<file path="src/rtl/mem_port_arbiter.sv">
// ============================================================================
// Module   : mem_port_arbiter
// Purpose  : Shares one single-port memory between fetch and load/store paths,
//            data-first with a starvation guard so fetch always progresses.
// Revision : 1.0 - initial release
// ============================================================================
`default_nettype none

module mem_port_arbiter #(
  parameter int MEM_LAT    = 1,
  parameter int STARVE_MAX = 4
) (
  input  logic        clk,
  input  logic        rst,
  input  logic        if_req,
  input  logic [31:0] if_addr,
  output logic        if_ack,
  output logic [31:0] if_rdata,
  input  logic        dm_req,
  input  logic        dm_we,
  input  logic [31:0] dm_addr,
  input  logic [31:0] dm_wdata,
  output logic        dm_ack,
  output logic [31:0] dm_rdata,
  output logic [31:0] mem_address,
  output logic [31:0] mem_data_in,
  output logic        mem_rd,
  output logic        mem_wr,
  input  logic [31:0] mem_data_out,
  output logic        busy
);

  localparam int LW = (MEM_LAT < 2) ? 1 : $clog2(MEM_LAT + 1);
  localparam int SW = (STARVE_MAX < 2) ? 1 : $clog2(STARVE_MAX + 1);

  typedef enum logic [1:0] {
    S_IDLE  = 2'd0,
    S_ISSUE = 2'd1,
    S_WAIT  = 2'd2,
    S_RESP  = 2'd3
  } state_t;

  state_t          state_q;
  logic            owner_dm_q;
  logic            we_q;
  logic [LW-1:0]   lat_cnt_q;
  logic [SW-1:0]   starve_cnt_q;
  logic [SW-1:0]   starve_cnt_d;
  logic            grant_if_d;
  logic            grant_dm_d;

  // Fetch wins only when alone or once data has used up its streak budget.
  always_comb begin
    grant_if_d = if_req && (!dm_req || (starve_cnt_q == SW'(STARVE_MAX)));
    grant_dm_d = dm_req && !grant_if_d;
  end

  always_comb begin
    starve_cnt_d = starve_cnt_q;
    if (state_q == S_IDLE) begin
      if (!if_req || grant_if_d) begin
        starve_cnt_d = '0;
      end else if (grant_dm_d && (starve_cnt_q != SW'(STARVE_MAX))) begin
        starve_cnt_d = starve_cnt_q + SW'(1);
      end
    end
  end

  always_ff @(posedge clk) begin
    if (!rst) begin
      state_q      <= S_IDLE;
      owner_dm_q   <= 1'b0;
      we_q         <= 1'b0;
      lat_cnt_q    <= '0;
      starve_cnt_q <= '0;
      if_ack       <= 1'b0;
      if_rdata     <= '0;
      dm_ack       <= 1'b0;
      dm_rdata     <= '0;
      mem_address  <= '0;
      mem_data_in  <= '0;
      mem_rd       <= 1'b0;
      mem_wr       <= 1'b0;
      busy         <= 1'b0;
    end else begin
      starve_cnt_q <= starve_cnt_d;
      case (state_q)
        S_IDLE: begin
          // Outputs are registered, so the strobes for ISSUE are set here.
          if (grant_if_d) begin
            state_q     <= S_ISSUE;
            owner_dm_q  <= 1'b0;
            we_q        <= 1'b0;
            mem_address <= if_addr;
            mem_rd      <= 1'b1;
            busy        <= 1'b1;
          end else if (grant_dm_d) begin
            state_q     <= S_ISSUE;
            owner_dm_q  <= 1'b1;
            we_q        <= dm_we;
            mem_address <= dm_addr;
            mem_rd      <= !dm_we;
            mem_wr      <= dm_we;
            busy        <= 1'b1;
            if (dm_we) begin
              mem_data_in <= dm_wdata;
            end
          end
        end
        S_ISSUE: begin
          mem_rd <= 1'b0;
          mem_wr <= 1'b0;
          if (we_q) begin
            state_q <= S_RESP;
            dm_ack  <= 1'b1;
          end else begin
            state_q   <= S_WAIT;
            lat_cnt_q <= LW'(MEM_LAT);
          end
        end
        S_WAIT: begin
          lat_cnt_q <= lat_cnt_q - LW'(1);
          if (lat_cnt_q == LW'(1)) begin
            state_q <= S_RESP;
            if (owner_dm_q) begin
              dm_rdata <= mem_data_out;
              dm_ack   <= 1'b1;
            end else begin
              if_rdata <= mem_data_out;
              if_ack   <= 1'b1;
            end
          end
        end
        S_RESP: begin
          state_q <= S_IDLE;
          if_ack  <= 1'b0;
          dm_ack  <= 1'b0;
          busy    <= 1'b0;
        end
        default: state_q <= S_IDLE;
      endcase
    end
  end

endmodule

`default_nettype wire

</file>
<file path="config.mk">
export PLATFORM = sky130hd
export DESIGN_NAME = mem_port_arbiter
export DESIGN_NICKNAME = d
export VERILOG_FILES = /design/src/rtl/mem_port_arbiter.sv
export SDC_FILE = /design/constraint.sdc
export NUM_CORES = 1
export LEC_CHECK = 0
export ABC_AREA = 1
export BUFFER_PORTS_ARGS = -buffer_cell sky130_fd_sc_hd__buf_2
export CORE_MARGIN = 5
export CORE_UTILIZATION = 40
export CTS_BUF_LIST = sky130_fd_sc_hd__clkbuf_4 sky130_fd_sc_hd__clkbuf_8 sky130_fd_sc_hd__clkbuf_16
export DETAILED_ROUTE_END_ITERATION = 8
export PLACE_DENSITY_LB_ADDON = 0.3
export SYNTH_ARGS = -nofsm -noshare
export SYNTH_HDL_FRONTEND = slang
export SYNTH_SLANG_ARGS = --single-unit
</file>
<file path="constraint.sdc">
create_clock -name clk -period 2.25 [get_ports clk]
set_clock_uncertainty 0.05 [all_clocks]
set_input_delay 0.225 -clock clk [delete_from_list [all_inputs] [get_ports clk]]
set_output_delay 0.225 -clock clk [all_outputs]
set_load 0.01 [all_outputs]
</file>
==> results.md <==
- Setup TNS: 0 ps
- Die width: 131 um
- Mux cell area share after synthesis: 0
- Clock Path Buffers: 2
- Simple-gate share of the synthesized area: 0.331
- Die area: 0.0171 mm^2
- Psw: 2.97 mW
- Count leader, synth: nand2_1
- Largest cells by area after synthesis: dfxtp_1, nand2_1, nor2_1
- Largest family of logic cells by synthesized area: simple AND/OR/NAND/NOR gates
- Clock sinks: 141
- First-pass GRT wire length: 26.9 mm
- R2R Setup Slk: 280 ps
- Syn_nets: 991
- Internal: 5.69 mW
- Seq pwr share: 0.371
- Crit path capture type: flip-flop
- Final setup fails: 0
- CTS buffer count: 17
- Reg2reg start: state_q[0]
- Yosys warnings: 0
- Slew Limit Headroom: 0.360
- DR vias/cell: 4.58
- First drt pass iteration count: 5
- Period Utilization, post-route: 0.876
- Root buffer cell: clkbuf_16
- Global placer's final weighted congestion: 0.805
- Largest area contributor in the netlist: dfxtp_1
- XOR/XNOR Fraction of Synth Area: 0.00150
- Req. time, crit path: 2520 ps
- Initial core utilization: 0.404
- FF+latch count, synth: 141
- Post-synthesis adder-cell area fraction: 0.0150
- Pleak: 4.53 nW
- DRC viols: 0
- CP Class: flip-flop to flip-flop
- CP arrival: 2240 ps
- Synth top area share: 0.484
- FF-to-FF path depth: 8
- Most instantiated cells after synthesis: nand2_1, nor2_1, dfxtp_1
- Vias in the first global route: 5608
- Drt wl/cell: 12.9 um
- PwrDens: 1040 mW/mm^2
- Post-synth top flop: dfxtp_1
- Synth Area in Compound Gates: 0.0752
- Worst Hold Class: input port to flip-flop
- Share of cells above drive strength 1: 0.275
- Initial antenna violation count: 0
- Crit path max fanout: 68
- Worst hold path endpoint: mem_data_in[0]
- H-tree depth: 4
- MaxCap Viol Count: 0
- GR Overflow Total: 0
- Antenna-violating nets left: 0
- FFs w/ async S/R, synth: 0
- Slew Viols, Final: 0
- Hold Path Stages: 3
- Post-synth EDFFs: 0
- Setup Fix Bufs, Post-CTS: 0
- Synth-to-Final Area Change: 43.0%
- Clk pin slew, worst setup/hold paths: 60 ps
- Post-Syn Area: 0.00583 mm^2
- Combinational Power Share: 0.305
- CTS tree: done
- # IOs: 266
- Die height: 131 um
- Hold Violations, Final: 0
- DP HPWL: 11.9 mm
- Startpoint Class: flip-flop
- Outcome: complete, no violations
- Mean Syn Cell Area: 6.85 um^2
- Worst skew pair latency: 420 ps
- Hold Startpoint: dm_wdata[0]
- Clk pwr share: 0.323
- Max Fclk: 507 MHz
- # rows: 44
- Total GRT Usage: 0.197
- Vias: 6153
- Cells after Synth: 851
- DRT iter0 DRCs: 327
- Peak VDD IR: 0.000562 V
- Cell variety after synth: 22
- Worst flop-to-flop path endpoint: mem_address[24]
- WL final: 17.3 mm
- RSZ-0062 raised after global routing: no
- Final min period: 1970 ps
- Sw Ratio: 0.343
- Nets: 1286
- CORE AREA: 0.0144 mm^2
- Largest net degree at the start of global routing: 71
- Worst Max-Slew Pin Slew: 960 ps
- Post-synthesis sequential area ratio: 0.484
- Total power: 8.66 mW
- # port buffers: 265
-- critical path, cell delays in order, from the launching register on --
cell and delay, ps:
dfxtp_1 360, inv_1 130, ha_1 270, inv_2 70
nor2_4 120, buf_4 540, nand3_1 180, nand2_1 90
inv_1 40
-- layer usage --
layer  vias to the layer above  GRT usage  part of all wire
met3                        20     0.0646              0.10
met5                         -          0                 0
met2                       249      0.321              0.47
li1                       3200          -                 -
met4                         0     0.0774             0.016
met1                      2684      0.243              0.42
-- layout by cell type, fill, tap and decap left out, drive strengths merged --
cell	n
clkinv	4
nand3	68
a21boi	1
nand2	216
ha	7
clkinvlp	3
dlygate4sd3	46
xor2	1
nor2	201
buf	281
clkbuf	20
dfxtp	141
o211ai	2
a21oi	43
diode	1
inv	82
nand4	1
o21ai	40
bufinv	2
-- power by group through the flow --
| stage | combinational, mW | sequential (mW) | clock [mW] |
|---|---|---|---|
| 3_5_place_dp | 2.60 | 3.26 | 0 |
| 2_1_floorplan | 1.53 | 3.44 | 0 |
| 6_report | 2.65 | 3.22 | 2.80 |
| 3_3_place_gp | 2.57 | 3.25 | 0 |
| 4_1_cts | 2.67 | 3.22 | 2.86 |
| 5_1_grt | 3.04 | 3.27 | 2.97 |
-- logic make-up after synthesis --
family | after synthesis
simple gates | 486
flops | 141
buf+inv | 130
compound gates | 86
fa+ha+maj | 7
xor+xnor | 1
-- state kept, by name, indices dropped and copies added, names as in the netlist --
signal / flops
mem_data_in: 32
mem_rd: 1
if_rdata: 32
lat_cnt_q: 1
busy: 1
we_q: 1
state_q: 2
dm_rdata: 32
starve_cnt_q: 3
mem_wr: 1
if_ack: 1
owner_dm_q: 1
dm_ack: 1
mem_address: 32
-- layout make-up --
| class | instances | area [um^2] |
|---|---|---|
| clock buffer | 20 | 460 |
| multi-input combinational | 580 | 2460 |
| fill | 1371 | 6090 |
| tap | 184 | 230 |
| timing repair buffer | 327 | 1920 |
| clock inverter | 12 | 136 |
| sequential | 141 | 2820 |
| antenna | 1 | 2.50 |
| inverter | 79 | 297 |
-- how the worst max path moves through the flow --
stage                     from         endpoint  slack [ps]  cells past startpoint
finish              state_q[0]  mem_address[24]         280                      8
global route        state_q[0]           mem_wr          60                      8
CTS                 state_q[0]           mem_wr         270                      8
detailed placement  state_q[0]           mem_wr         280                      8
global placement    state_q[0]           mem_wr         340                      8
floorplan           state_q[0]  mem_data_in[10]         700                      9
-- what timing repair did --
item,CTS,global route
setup endpoints to repair,0,0
resized for setup,0,0
hold buffers,46,0
hold endpoints to repair,46,0
-- through the flow --
step	setup WS [ps]	instances	hold WS (ps)	utilization	area, um^2
2_1_floorplan	701	851	310	-	5830
3_3_place_gp	344	1265	395	0.504	7270
3_5_place_dp	281	1265	399	0.504	7270
4_1_cts	269	1343	2.41	0.577	8330
5_1_grt	55.3	1343	11.9	0.577	8330
6_report	278	1344	6.02	0.578	8330
(Power assumes the default switching activity.)
